**src/rtl/mc_ctrl_pkg.sv**
```systemverilog
// Shared types and encodings for the multicycle RV32I control sequencer.
package mc_ctrl_pkg;

    typedef enum logic [3:0] {
        S_FETCH,
        S_DECODE,
        S_MEMADR,
        S_MEMRD,
        S_MEMWB,
        S_MEMWR,
        S_EXECR,
        S_EXECI,
        S_ALUWB,
        S_BRANCH,
        S_JAL,
        S_TRAP
    } state_t;

    localparam logic [6:0] OP_R      = 7'b0110011;
    localparam logic [6:0] OP_I      = 7'b0010011;
    localparam logic [6:0] OP_LW     = 7'b0000011;
    localparam logic [6:0] OP_SW     = 7'b0100011;
    localparam logic [6:0] OP_BRANCH = 7'b1100011;
    localparam logic [6:0] OP_JAL    = 7'b1101111;

    localparam logic [3:0] ALU_AND = 4'b0000;
    localparam logic [3:0] ALU_OR  = 4'b0001;
    localparam logic [3:0] ALU_ADD = 4'b0010;
    localparam logic [3:0] ALU_XOR = 4'b0011;
    localparam logic [3:0] ALU_SUB = 4'b0110;
    localparam logic [3:0] ALU_SLT = 4'b0111;
    localparam logic [3:0] ALU_SLL = 4'b1000;
    localparam logic [3:0] ALU_SRL = 4'b1001;
    localparam logic [3:0] ALU_SRA = 4'b1010;

    localparam logic [1:0] SRCA_PC    = 2'b00;
    localparam logic [1:0] SRCA_OLDPC = 2'b01;
    localparam logic [1:0] SRCA_RS1   = 2'b10;

    localparam logic [1:0] SRCB_RS2  = 2'b00;
    localparam logic [1:0] SRCB_IMM  = 2'b01;
    localparam logic [1:0] SRCB_FOUR = 2'b10;

    localparam logic [1:0] RES_ALUOUT  = 2'b00;
    localparam logic [1:0] RES_MEMDATA = 2'b01;
    localparam logic [1:0] RES_ALU     = 2'b10;

    // Registered Moore control word, one per state.
    typedef struct packed {
        logic       mem_req;
        logic       mem_we;
        logic       adr_src;
        logic       jal_pc_write;
        logic       reg_write;
        logic       retire;
        logic       illegal;
        logic [1:0] alu_src_a;
        logic [1:0] alu_src_b;
        logic [1:0] result_src;
        logic [3:0] aluop;
    } ctrl_t;

endpackage

```
**src/rtl/multicycle_ctrl_fsm_if.sv**
```systemverilog
// Shared memory-port handshake between the control sequencer and memory.
interface multicycle_ctrl_fsm_if;

    logic mem_req;
    logic mem_we;
    logic mem_ready;

    modport master (output mem_req, output mem_we, input mem_ready);
    modport slave  (input mem_req, input mem_we, output mem_ready);

endinterface

```
**src/rtl/mc_alu_decoder.sv**
```systemverilog
// Combinational funct3/funct7b5 to ALU operation decode for R and I-ALU ops.
module mc_alu_decoder
    import mc_ctrl_pkg::*;
(
    input  logic [2:0] funct3,
    input  logic       funct7b5,
    input  logic       is_rtype,
    output logic [3:0] aluop,
    output logic       illegal_funct
);

    always_comb begin
        aluop         = ALU_ADD;
        illegal_funct = 1'b0;
        case (funct3)
            3'b000: aluop = (is_rtype && funct7b5) ? ALU_SUB : ALU_ADD;
            3'b001: aluop = ALU_SLL;
            3'b010: aluop = ALU_SLT;
            3'b011: illegal_funct = 1'b1;
            3'b100: aluop = ALU_XOR;
            3'b101: aluop = funct7b5 ? ALU_SRA : ALU_SRL;
            3'b110: aluop = ALU_OR;
            3'b111: aluop = ALU_AND;
            default: illegal_funct = 1'b1;
        endcase
    end

endmodule

```
**src/rtl/multicycle_ctrl_fsm.sv**
```systemverilog
// Multicycle RV32I control sequencer over a single shared memory port.
// Define PERF_CNT_EN to add the cycle_cnt / instret_cnt performance counters.
module multicycle_ctrl_fsm
    import mc_ctrl_pkg::*;
#(
    parameter int unsigned RESET_PC_HOLD = 0
)
(
    input  logic                         clk,
    input  logic                         rst,
    multicycle_ctrl_fsm_if.master        mem,
    input  logic [6:0]                   opcode,
    input  logic [2:0]                   funct3,
    input  logic                         funct7b5,
    input  logic                         zero_flag,
    output logic                         adr_src,
    output logic                         ir_write,
    output logic                         pc_write,
    output logic                         reg_write,
    output logic [1:0]                   alu_src_a,
    output logic [1:0]                   alu_src_b,
    output logic [1:0]                   result_src,
    output logic [3:0]                   aluop,
    output logic                         instr_retired,
    output logic                         illegal
`ifdef PERF_CNT_EN
    ,
    output logic [31:0]                  cycle_cnt,
    output logic [31:0]                  instret_cnt
`endif
);

    localparam logic [3:0] HOLD_INIT = 4'(RESET_PC_HOLD);

    state_t     state;
    state_t     state_nxt;
    logic [3:0] hold_cnt;
    ctrl_t      ctrl_q;
    ctrl_t      ctrl_d;
    logic [3:0] dec_aluop;
    logic       dec_illegal;
    logic       mem_done;

    mc_alu_decoder u_alu_dec (
        .funct3        (funct3),
        .funct7b5      (funct7b5),
        .is_rtype      (opcode == OP_R),
        .aluop         (dec_aluop),
        .illegal_funct (dec_illegal)
    );

    // mem_ready only counts while a request is actually outstanding.
    assign mem_done = ctrl_q.mem_req & mem.mem_ready;

    always_comb begin
        state_nxt = state;
        case (state)
            S_FETCH:  if (mem_done) state_nxt = S_DECODE;
            S_DECODE: begin
                case (opcode)
                    OP_LW, OP_SW: state_nxt = S_MEMADR;
                    OP_R:         state_nxt = dec_illegal ? S_TRAP : S_EXECR;
                    OP_I:         state_nxt = dec_illegal ? S_TRAP : S_EXECI;
                    OP_BRANCH:    state_nxt = (funct3[2:1] == 2'b00) ? S_BRANCH : S_TRAP;
                    OP_JAL:       state_nxt = S_JAL;
                    default:      state_nxt = S_TRAP;
                endcase
            end
            S_MEMADR: state_nxt = (opcode == OP_LW) ? S_MEMRD : S_MEMWR;
            S_MEMRD:  if (mem_done) state_nxt = S_MEMWB;
            S_MEMWR:  if (mem_done) state_nxt = S_FETCH;
            S_EXECR, S_EXECI, S_JAL: state_nxt = S_ALUWB;
            S_MEMWB, S_ALUWB, S_BRANCH: state_nxt = S_FETCH;
            S_TRAP:   state_nxt = S_TRAP;
            default:  state_nxt = S_TRAP;
        endcase
    end

    // Control word is computed for the state being entered so outputs are registered.
    always_comb begin
        ctrl_d = '0;
        case (state_nxt)
            S_FETCH: begin
                ctrl_d.mem_req    = (hold_cnt == '0);
                ctrl_d.alu_src_a  = SRCA_PC;
                ctrl_d.alu_src_b  = SRCB_FOUR;
                ctrl_d.aluop      = ALU_ADD;
                ctrl_d.result_src = RES_ALU;
            end
            S_DECODE: begin
                ctrl_d.alu_src_a = SRCA_OLDPC;
                ctrl_d.alu_src_b = SRCB_IMM;
                ctrl_d.aluop     = ALU_ADD;
            end
            S_MEMADR: begin
                ctrl_d.alu_src_a = SRCA_RS1;
                ctrl_d.alu_src_b = SRCB_IMM;
                ctrl_d.aluop     = ALU_ADD;
            end
            S_MEMRD: begin
                ctrl_d.mem_req    = 1'b1;
                ctrl_d.adr_src    = 1'b1;
                ctrl_d.result_src = RES_ALUOUT;
            end
            S_MEMWB: begin
                ctrl_d.result_src = RES_MEMDATA;
                ctrl_d.reg_write  = 1'b1;
                ctrl_d.retire     = 1'b1;
            end
            S_MEMWR: begin
                ctrl_d.mem_req = 1'b1;
                ctrl_d.mem_we  = 1'b1;
                ctrl_d.adr_src = 1'b1;
            end
            S_EXECR: begin
                ctrl_d.alu_src_a = SRCA_RS1;
                ctrl_d.alu_src_b = SRCB_RS2;
                ctrl_d.aluop     = dec_aluop;
            end
            S_EXECI: begin
                ctrl_d.alu_src_a = SRCA_RS1;
                ctrl_d.alu_src_b = SRCB_IMM;
                ctrl_d.aluop     = dec_aluop;
            end
            S_ALUWB: begin
                ctrl_d.result_src = RES_ALUOUT;
                ctrl_d.reg_write  = 1'b1;
                ctrl_d.retire     = 1'b1;
            end
            S_BRANCH: begin
                ctrl_d.alu_src_a  = SRCA_RS1;
                ctrl_d.alu_src_b  = SRCB_RS2;
                ctrl_d.aluop      = ALU_SUB;
                ctrl_d.result_src = RES_ALUOUT;
                ctrl_d.retire     = 1'b1;
            end
            S_JAL: begin
                ctrl_d.alu_src_a    = SRCA_OLDPC;
                ctrl_d.alu_src_b    = SRCB_FOUR;
                ctrl_d.aluop        = ALU_ADD;
                ctrl_d.result_src   = RES_ALUOUT;
                ctrl_d.jal_pc_write = 1'b1;
            end
            S_TRAP:  ctrl_d.illegal = 1'b1;
            default: ctrl_d = '0;
        endcase
    end

    always_ff @(posedge clk or negedge rst) begin
        if (!rst) begin
            state    <= S_FETCH;
            hold_cnt <= HOLD_INIT;
            ctrl_q   <= '0;
        end else begin
            state  <= state_nxt;
            ctrl_q <= ctrl_d;
            if (state == S_FETCH && hold_cnt != '0)
                hold_cnt <= hold_cnt - 4'd1;
        end
    end

    assign mem.mem_req    = ctrl_q.mem_req;
    assign mem.mem_we     = ctrl_q.mem_we;
    assign adr_src        = ctrl_q.adr_src;
    assign reg_write      = ctrl_q.reg_write;
    assign alu_src_a      = ctrl_q.alu_src_a;
    assign alu_src_b      = ctrl_q.alu_src_b;
    assign result_src     = ctrl_q.result_src;
    assign aluop          = ctrl_q.aluop;
    assign illegal        = ctrl_q.illegal;
    assign ir_write       = (state == S_FETCH) & mem_done;
    assign pc_write       = ir_write | ctrl_q.jal_pc_write
                          | ((state == S_BRANCH) & (zero_flag ^ funct3[0]));
    assign instr_retired  = ctrl_q.retire | ((state == S_MEMWR) & mem_done);

`ifdef PERF_CNT_EN
    // The first cycle after reset carries no request, so it is not counted.
    logic counting;

    always_ff @(posedge clk or negedge rst) begin
        if (!rst) begin
            counting    <= 1'b0;
            cycle_cnt   <= '0;
            instret_cnt <= '0;
        end else begin
            counting <= 1'b1;
            if (counting && state != S_TRAP)
                cycle_cnt <= cycle_cnt + 32'd1;
            if (instr_retired && state != S_TRAP)
                instret_cnt <= instret_cnt + 32'd1;
        end
    end
`endif

endmodule

```
**src/flat_wrapper.sv**
```systemverilog
// flat-port wrapper written by rule: the top's interface ports become plain ports
module multicycle_ctrl_fsm_flat import mc_ctrl_pkg::*;
#(
    parameter int unsigned RESET_PC_HOLD = 0
)
  (clk, rst, opcode, funct3, funct7b5, zero_flag, adr_src, ir_write, pc_write, reg_write, alu_src_a, alu_src_b, result_src, aluop, instr_retired, illegal, mem_mem_req, mem_mem_we, mem_mem_ready);
  multicycle_ctrl_fsm_if mem_i ();
  input  logic clk;
  input  logic rst;
  input  logic [6:0] opcode;
  input  logic [2:0] funct3;
  input  logic funct7b5;
  input  logic zero_flag;
  output logic adr_src;
  output logic ir_write;
  output logic pc_write;
  output logic reg_write;
  output logic [1:0] alu_src_a;
  output logic [1:0] alu_src_b;
  output logic [1:0] result_src;
  output logic [3:0] aluop;
  output logic instr_retired;
  output logic illegal;
  output wire logic [$bits(mem_i.mem_req)-1:0] mem_mem_req;
  output wire logic [$bits(mem_i.mem_we)-1:0] mem_mem_we;
  input wire logic [$bits(mem_i.mem_ready)-1:0] mem_mem_ready;
  assign mem_mem_req = mem_i.mem_req;
  assign mem_mem_we = mem_i.mem_we;
  assign mem_i.mem_ready = mem_mem_ready;
  multicycle_ctrl_fsm #(.RESET_PC_HOLD(RESET_PC_HOLD)) u_core (.clk(clk), .rst(rst), .mem(mem_i), .opcode(opcode), .funct3(funct3), .funct7b5(funct7b5), .zero_flag(zero_flag), .adr_src(adr_src), .ir_write(ir_write), .pc_write(pc_write), .reg_write(reg_write), .alu_src_a(alu_src_a), .alu_src_b(alu_src_b), .result_src(result_src), .aluop(aluop), .instr_retired(instr_retired), .illegal(illegal));
endmodule
```
**config.mk**
```make
export PLATFORM = sky130hd
export DESIGN_NAME = multicycle_ctrl_fsm_flat
export DESIGN_NICKNAME = d
export VERILOG_FILES = /design/src/rtl/mc_ctrl_pkg.sv /design/src/rtl/multicycle_ctrl_fsm_if.sv /design/src/rtl/mc_alu_decoder.sv /design/src/rtl/multicycle_ctrl_fsm.sv /design/src/flat_wrapper.sv
export SDC_FILE = /design/constraint.sdc
export NUM_CORES = 1
export LEC_CHECK = 0
export BUFFER_PORTS_ARGS = -buffer_cell sky130_fd_sc_hd__buf_2
export CAP_MARGIN = 15
export CORE_UTILIZATION = 45
export DETAILED_ROUTE_END_ITERATION = 6
export PLACE_DENSITY = 0.75
export SKIP_LAST_GASP = 1
export SLEW_MARGIN = 10
export SYNTH_ARGS = -nofsm -noshare
export SYNTH_HDL_FRONTEND = slang
export SYNTH_SLANG_ARGS = --single-unit
```
**constraint.sdc**
```tcl
create_clock -name clk -period 2.6 [get_ports clk]
set_input_delay 0.26 -clock clk [delete_from_list [all_inputs] [get_ports clk]]
set_output_delay 0.26 -clock clk [all_outputs]
set_load 0.005 [all_outputs]
```
==> summary.md, run 1 <==
| Metric | Value |
|---|---|
| Layout cells sized above 1 | about a third |
| Drt via density | ~5.7 |
| Main area contributors after synthesis | sky130_fd_sc_hd__dfrtp_1 46%, sky130_fd_sc_hd__buf_4 5.5%, sky130_fd_sc_hd__nand2_1 3.6%, sky130_fd_sc_hd__nor2_1 2.7%, sky130_fd_sc_hd__a21oi_1 2.2% |
| CTS Root Cell | sky130_fd_sc_hd__clkbuf_4 |
| Total of endpoints with negative setup slack in the final report | 0 |
| Number of buffers and inverters on the critical path | 1 |
| Count of hold-fix buffers inserted at cts | 1 |
| Post-detailed-placement half-perimeter wirelength | between 2 and 2.5 mm |
| WS Path Type | reg -> out |
| Final total power | 1.67 mW |
| Row cnt | 19 |
| Number of instances in the placed design | 186 |
| Highest net fanout along the worst path | 8 |
| Final core area utilization | 53.8% |
| # clock sinks | 25 |
| Final hold slack | 167 ps |
| Slew at the pin closest to its max-slew limit | 521 ps |
| Count of boundary I/O pins | 33 |
| Max-cap violations | 0 |
| Worst-case headroom to the max-slew limit | 65.3% |
| Power per unit of standard cell area | 1100 nW/um2 |
| Flip-flop and latch count after synthesis | 25 |
| Standby leakage power | 0.734 nW |
| Residual overflow from global routing | 0 |
| Count of yosys warnings during synthesis | 0 |
| Via count | 1089 |
| Total routing resource utilization after global routing | 18.9% |
| Deepest level of the CTS H-tree | 1 |
| Average cell area after synthesis | 10.2 um2 |
| Wire length per cell after detailed routing | about 14 um |
| Die outline height | 57.2 um |
| Final sum of negative setup slack | 0 ps |
| TritonCTS buffer count | 3 |
| Slew Limit Fails | 0 |
| Slowest cell on crit path | sky130_fd_sc_hd__nor4_1 |
| Clock tree skew after final layout | 1.44 ps |
| Critical path's top delay family | simple AND/OR/NAND/NOR gates |
| Number of buffers added on ports | 32 |
| Core footprint | 2830 um2 |
| Min-delay worst type | in -> reg |
| Dominant synthesized flop cell | sky130_fd_sc_hd__dfrtp_1 |
| Layout Cells excl Fill | 191 |
| Area share of the leading cell type in the synthesized netlist | 45.6% |
| Largest net degree at the start of global routing | 26 |
| DR pass1 iterations | 7 |
| Area grow syn2layout | 10.9% |
| Routability Congestion | 0.877 |
| CP Cell Sequence | nor4_1 > nand3_1 > nand2_1 > buf_2 |
| Post-synthesis sequential area ratio | between 40% and 50% |
| Distinct cells, synth | 50 |
| Worst Path Required | 2340 ps |
| Number of synthesized flops with an enable pin | 0 |
| Failing checks | design-rule violations |
| Cell accounting for the most synthesized area | sky130_fd_sc_hd__dfrtp_1 |
| Arr. time, crit path | 1830 ps |
| Final hold viol count | 0 |
| Number of global-route vias before repair | 1083 |
| Wirelength, routed | 2.73 mm |
| Endpoint kind of the worst setup timing path | primary output |
| First-iteration detailed-routing DRC count | 29 |
| Mapped Nets | roughly 150 |
| Count of instances resized after the clock tree is built | 0 |
| Count of nets left with antenna violations after detail routing | 0 |
| Most common cell in the netlist | sky130_fd_sc_hd__dfrtp_1 |
| Period utilization | roughly 80% |
| Max rail drop VDD | around 0.45 mV |
| Total die area | 3270 um2 |
| Mapped Cells | ~140 |
| First-pass GRT wire length | 4.74 mm |
| Run status | finished, violations left |
| Diodes inserted | 0 |
| Critical path startpoint category | flop |
| Critical path's largest stage delay | 500 ps |
| Proportion of synthesized flip-flops having asynchronous set or reset | 100% |
| Initial cell density of the core | 48.5% |
| Time the final worst path needs with I/O delays and setup | 2090 ps |
| Number of antenna violations at the first check in global routing | 0 |
| Peak clock frequency supported by timing | 479 MHz |
| Deepest clock path buffer count | 2 |
| TritonCTS clock tree | built |
| Post-CTS Setup Inserts | 0 |
| Area of the mapped netlist | between 1000 and 1500 um2 |
| Setup repair after global routing missed its margin | false |
| Die width | 57.2 um |
| Clk slew on worst S/H paths | 120 ps |
| Worst skew pair latency | 310 ps |
| Top cell types by occurrence after synthesis | 25 x sky130_fd_sc_hd__dfrtp_1, 13 x sky130_fd_sc_hd__nand2_1, 10 x sky130_fd_sc_hd__buf_4, 10 x sky130_fd_sc_hd__nor2_1, 6 x sky130_fd_sc_hd__a21oi_1 |
| Count of nets after finishing | roughly 180 |
| Final routed DRC violation total | 4 |
## placed cells by master, fill, tap and decap left out, types with 2 or more instances in the layout
| cell type | netlist | final |
|---|---|---|
| sky130_fd_sc_hd__o22ai_1 | 2 | 2 |
| sky130_fd_sc_hd__nor2_1 | 10 | 10 |
| sky130_fd_sc_hd__mux2i_1 | 2 | 2 |
| sky130_fd_sc_hd__inv_2 | 2 | 2 |
| sky130_fd_sc_hd__nand2b_1 | 3 | 3 |
| sky130_fd_sc_hd__nor4_1 | 2 | 2 |
| sky130_fd_sc_hd__nand4_1 | 2 | 2 |
| sky130_fd_sc_hd__nand2_1 | 13 | 13 |
| sky130_fd_sc_hd__inv_1 | 5 | 5 |
| sky130_fd_sc_hd__nor2b_1 | 3 | 3 |
| sky130_fd_sc_hd__xnor2_1 | 2 | 2 |
| sky130_fd_sc_hd__nand3b_1 | 2 | 2 |
| sky130_fd_sc_hd__a21oi_1 | 6 | 6 |
| sky130_fd_sc_hd__nor3b_1 | 2 | 2 |
| sky130_fd_sc_hd__nor3_1 | 2 | 2 |
| sky130_fd_sc_hd__a41oi_1 | 2 | 2 |
| sky130_fd_sc_hd__clkbuf_4 | 0 | 3 |
| sky130_fd_sc_hd__buf_2 | 2 | 32 |
| sky130_fd_sc_hd__dfrtp_1 | 25 | 25 |
| sky130_fd_sc_hd__and2_1 | 3 | 3 |
| sky130_fd_sc_hd__o21ai_0 | 5 | 5 |
| sky130_fd_sc_hd__a31oi_1 | 2 | 2 |
## flip-flops by register name, indices dropped and copies added, names as in the netlist
signal,cells
u_core.adr_src,1
u_core.illegal,1
u_core.mem.mem_req,1
u_core.mem.mem_we,1
u_core.aluop,4
u_core.alu_src_a,2
u_core.result_src,2
u_core.alu_src_b,2
u_core.reg_write,1
u_core.state,4
u_core.hold_cnt,4
u_core.ctrl_q,2
## worst paths after layout
check	start	endpoint	slack (ps)	cells after the start
setup / recovery	u_core.state[1]	pc_write	510	4
hold / removal	funct3[1]	u_core.aluop[3]	170	2
setup reg to reg	u_core.state[1]	u_core.aluop[2]	550	6
hold reg to reg	u_core.hold_cnt[3]	u_core.hold_cnt[3]	520	1
max in group asynchronous	rst	u_core.state[3]	1820	2
min in group asynchronous	rst	u_core.alu_src_a[1]	440	2
## metrics by stage
| stage | cell area, um2 | setup WS, ps |
|---|---|---|
| after floorplan | 1370 | 757 |
| after global placement | 1490 | 554 |
| after detailed placement | 1490 | 528 |
| after CTS | 1520 | 506 |
| after global routing | 1520 | 303 |
| final | 1520 | 512 |
## worst register-to-register path, stage by stage, from the launching register on
cell and delay, ps:
sky130_fd_sc_hd__dfrtp_1 490, sky130_fd_sc_hd__nor2b_2 250, sky130_fd_sc_hd__a311o_1 150, sky130_fd_sc_hd__a2bb2oi_1 290, sky130_fd_sc_hd__a22oi_4 170, sky130_fd_sc_hd__or3_2 470
sky130_fd_sc_hd__o41ai_1 100
## where the power goes
group	switching (mW)	leakage, nW	internal (mW)
clock network	0.109	0.0150	0.0600
logic	0.515	0.387	0.391
registers	0.0891	0.332	0.505
## kinds of logic after synthesis
kind of cell	synth area share, %
AOI/OAI and AO/OA	18.5
xor gates and xnor gates	1.92
adders and majority gates	0.912
buffers and inverters	8.12
DFF	45.6
muxes	1.46
and+or+nand+nor	23.4
## per-layer routing
layer	wire length (um)	global-route usage, %	vias to the layer above
met4	124	10.8	0
met3	134	4.31	16
met5	0	0	-
met2	1260	29.6	46
met1	1210	24.3	500
li1	-	-	527
## area by class of cell
| cell class | instances | area [um2] |
|---|---|---|
| Multi-Input combinational cell | 91 | 634 |
| Tap cell | 31 | 38.8 |
| Timing Repair Buffer | 33 | 170 |
| Inverter | 7 | 26.3 |
| Sequential cell | 25 | 626 |
| Clock buffer | 4 | 26.3 |
| Fill cell | 263 | 1310 |
(Power assumes the default switching activity.)
==> run 2: changes to the inputs <==
--- a/config.mk
+++ b/config.mk
@@ -5,11 +5,12 @@
 export SDC_FILE = /design/constraint.sdc
 export NUM_CORES = 1
 export LEC_CHECK = 0
+export ABC_AREA = 1
 export BUFFER_PORTS_ARGS = -buffer_cell sky130_fd_sc_hd__buf_2
 export CAP_MARGIN = 15
 export CORE_UTILIZATION = 45
 export DETAILED_ROUTE_END_ITERATION = 6
-export PLACE_DENSITY = 0.75
+export PLACE_DENSITY = 0.74
 export SKIP_LAST_GASP = 1
 export SLEW_MARGIN = 10
 export SYNTH_ARGS = -nofsm -noshare
==> constraint.sdc (replaced) <==
create_clock -name clk -period 2.2 [get_ports clk]
set_input_delay 0.22 -clock clk [delete_from_list [all_inputs] [get_ports clk]]
set_output_delay 0.22 -clock clk [all_outputs]
set_load 0.005 [all_outputs]
==> summary.md, run 2 <==
| Metric | Value |
|---|---|
| Run status | complete, no violations |
| Total die area | 3580 um2 (+9.5%) |
| Endpoint kind of the worst setup timing path | flop |
| Area grow syn2layout | 11.7% |
| Deepest level of the CTS H-tree | 1 (unchanged) |
| Count of nets left with antenna violations after detail routing | 0 (unchanged) |
| Time the final worst path needs with I/O delays and setup | 1690 ps |
| Post-synthesis sequential area ratio | 41.5% (-4.1 points) |
| Worst skew pair latency | 320 ps (about the same) |
| Area share of the leading cell type in the synthesized netlist | 41.5% (-4.1 points) |
| Proportion of synthesized flip-flops having asynchronous set or reset | 100% (unchanged) |
| Wire length per cell after detailed routing | 10.8 um (-25%) |
| CTS Root Cell | sky130_fd_sc_hd__clkbuf_4 |
| Largest net degree at the start of global routing | 26 (unchanged) |
| Mapped Nets | 200 (+32%) |
| Post-placement worst setup slack | 578 ps (+50.1 ps) |
| Worst setup margin | 512 ps (-0.689 ps) |
| Standby leakage power | 1.00 nW (+36%) |
| First-iteration detailed-routing DRC count | 28 (-3.4%) |
| Drt via density | 4.68 (-18%) |
| Setup repair after global routing missed its margin | false |
| Layout cells sized above 1 | 35.5% (+3.0 points) |
| Clk slew on worst S/H paths | 130 ps (about the same) |
| Arr. time, crit path | 1910 ps (+80 ps) |
| Average cell area after synthesis | 8.19 um2 (-19%) |
| Clock tree skew after final layout | 5.75 ps (+4.31 ps) |
| Wirelength, routed | 2.75 mm (+0.73%) |
| TritonCTS clock tree | built |
| Final hold slack | 152 ps (-14.9 ps) |
| Flip-flop and latch count after synthesis | 25 (unchanged) |
| Initial cell density of the core | 48.5% (+0.074 points) |
| Number of global-route vias before repair | 1088 (+0.46%) |
| Met3 Track Usage GR | 3.03% (-1.3 points) |
| Count of yosys warnings during synthesis | 0 (unchanged) |
| Total of endpoints with negative setup slack in the final report | 0 (unchanged) |
| Met1 layer usage reported by global route | 24.5% (+0.19 points) |
| Routability Congestion | 0.818 (-6.8%) |
| Period utilization | 76.7% |
| Distinct cells, synth | 31 (-38%) |
| Count of nets after finishing | 228 (+29%) |
| Total routing resource utilization after global routing | 18.2% (-0.69 points) |
| Die width | 59.9 um (+4.7%) |
| Cell accounting for the most synthesized area | sky130_fd_sc_hd__dfrtp_1 |
| Mapped Cells | 184 (+36%) |
| Highest net fanout along the worst path | 3 (-5) |
| Deepest clock path buffer count | 2 (unchanged) |
| Post-CTS Setup Inserts | 0 (unchanged) |
| First-pass GRT wire length | 4.74 mm (unchanged) |
| Critical path startpoint category | flop |
| Row cnt | 20 (+1) |
| Number of buffers added on ports | 32 (unchanged) |
| # clock sinks | 25 (unchanged) |
| Min-delay worst type | in -> reg |
| Diodes inserted | 0 (unchanged) |
| Core footprint | 3100 um2 (+9.7%) |
| Count of instances resized after the clock tree is built | 0 (unchanged) |
| WS Path Type | reg -> reg |
| Via count | 1193 (+9.6%) |
| Final routed DRC violation total | 0 (-4) |
| Final sum of negative setup slack | 0 ps (unchanged) |
| Number of antenna violations at the first check in global routing | 0 (unchanged) |
| Slew at the pin closest to its max-slew limit | 529 ps (+8.43 ps) |
| Top cell types by occurrence after synthesis | 38 x sky130_fd_sc_hd__nand2_1, 25 x sky130_fd_sc_hd__dfrtp_1, 18 x sky130_fd_sc_hd__inv_1 |
| Count of hold-fix buffers inserted at cts | 1 (unchanged) |
| Number of synthesized flops with an enable pin | 0 (unchanged) |
| Post-detailed-placement half-perimeter wirelength | 2.17 mm (+1.9%) |
| Worst Path Required | 2420 ps (+80 ps) |
| Area of the mapped netlist | 1510 um2 (+9.9%) |
| Max-cap violations | 0 (unchanged) |
| Final core area utilization | 54.2% (+0.45 points) |
| Final total power | 716 uW (-57%) |
| Residual overflow from global routing | 0 (unchanged) |
| Die outline height | 59.9 um (+4.7%) |
| Slew Limit Fails | 0 (unchanged) |
| Peak clock frequency supported by timing | slightly below 600 MHz |
| Final hold viol count | 0 (unchanged) |
| Max rail drop VDD | 0.219 mV (-51%) |
| Power per unit of standard cell area | 425 nW/um2 (-61%) |
| TritonCTS buffer count | 3 (unchanged) |
| Worst-case headroom to the max-slew limit | 64.7% (-0.56 points) |
| Most common cell in the netlist | sky130_fd_sc_hd__nand2_1 |
| Count of boundary I/O pins | 33 (unchanged) |
| Main area contributors after synthesis | sky130_fd_sc_hd__dfrtp_1 42%, sky130_fd_sc_hd__nand2_1 9.5%, sky130_fd_sc_hd__buf_4 5.0%, sky130_fd_sc_hd__inv_1 4.5%, sky130_fd_sc_hd__nand3_1 4.0% |
| DR pass1 iterations | 4 (-3) |
| Dominant synthesized flop cell | sky130_fd_sc_hd__dfrtp_1 |
| GR met2 Demand/Resource | 27.1% (-2.4 points) |
| Layer with the highest usage | met2 |
| Most frequent standard cell in the layout excluding fill and tap cells | sky130_fd_sc_hd__nand2_1 |
| Most frequent cells in the layout | 38 x sky130_fd_sc_hd__nand2_1, 32 x sky130_fd_sc_hd__buf_2, 25 x sky130_fd_sc_hd__dfrtp_1 |
## run 2: worst max-delay path, cell delays in order, from the launching register on
cell,delay [ps]
sky130_fd_sc_hd__dfrtp_1,430
sky130_fd_sc_hd__inv_2,70
sky130_fd_sc_hd__nand2_1,140
sky130_fd_sc_hd__nor2_2,160
sky130_fd_sc_hd__nand2_1,90
sky130_fd_sc_hd__nand2_1,70
sky130_fd_sc_hd__clkinv_1,100
sky130_fd_sc_hd__nand3_4,110
sky130_fd_sc_hd__nor2_4,40
sky130_fd_sc_hd__nand3_1,130
sky130_fd_sc_hd__nand2_1,70
sky130_fd_sc_hd__nor2_1,110
sky130_fd_sc_hd__nand2_1,50
## run 2: cells by family after synthesis
family,Yosys count,synth area share (%)
buffers and inverters,38,12.0
xor gates and xnor gates,2,1.16
AOI/OAI and AO/OA,20,8.47
and+or+nand+nor,98,36.0
DFF,25,41.5
adders and majority gates,1,0.830
## run 2: routing by layer
metal	vias up	wire length (um)
li1	627	-
met1	540	1330
met2	22	1280
met3	4	74
met4	0	59
met5	-	0
## run 2: worst paths after layout
path | start | cells after the start | endpoint | slack [ps]
max in group asynchronous | rst | 2 | u_core.alu_src_b[0] | 1440
min in group asynchronous | rst | 2 | u_core.state[3] | 410
worst min-delay path | funct3[0] | 2 | u_core.aluop[0] | 150
worst max-delay path | u_core.state[1] | 12 | u_core.aluop[1] | 510
worst max register to register | u_core.state[1] | 12 | u_core.aluop[1] | 510
worst min register to register | u_core.hold_cnt[3] | 1 | u_core.hold_cnt[3] | 490
## run 2: final cells by class
class	instances	area (um2)
clock buffer	4	26.3
fill	295	1420
inverter	28	105
multi-input combinational	121	701
sequential	25	626
tap	44	55.1
timing repair buffer	33	170
## run 2: metrics by stage
stage                     cells  area [um2]
after global routing        255        1680
after floorplan             184        1510
after CTS                   255        1680
final                       255        1680
after detailed placement    250        1650
after global placement      250        1650
## run 2: power breakdown
part | leakage [nW] | internal, mW | total, mW | switching, mW
clock | 0.0150 | 0.0711 | 0.204 | 0.133
sequential | 0.329 | 0.459 | 0.459 | 0
combinational | 0.658 | 0.0186 | 0.0522 | 0.0336
total | 1.00 | 0.549 | 0.716 | 0.167
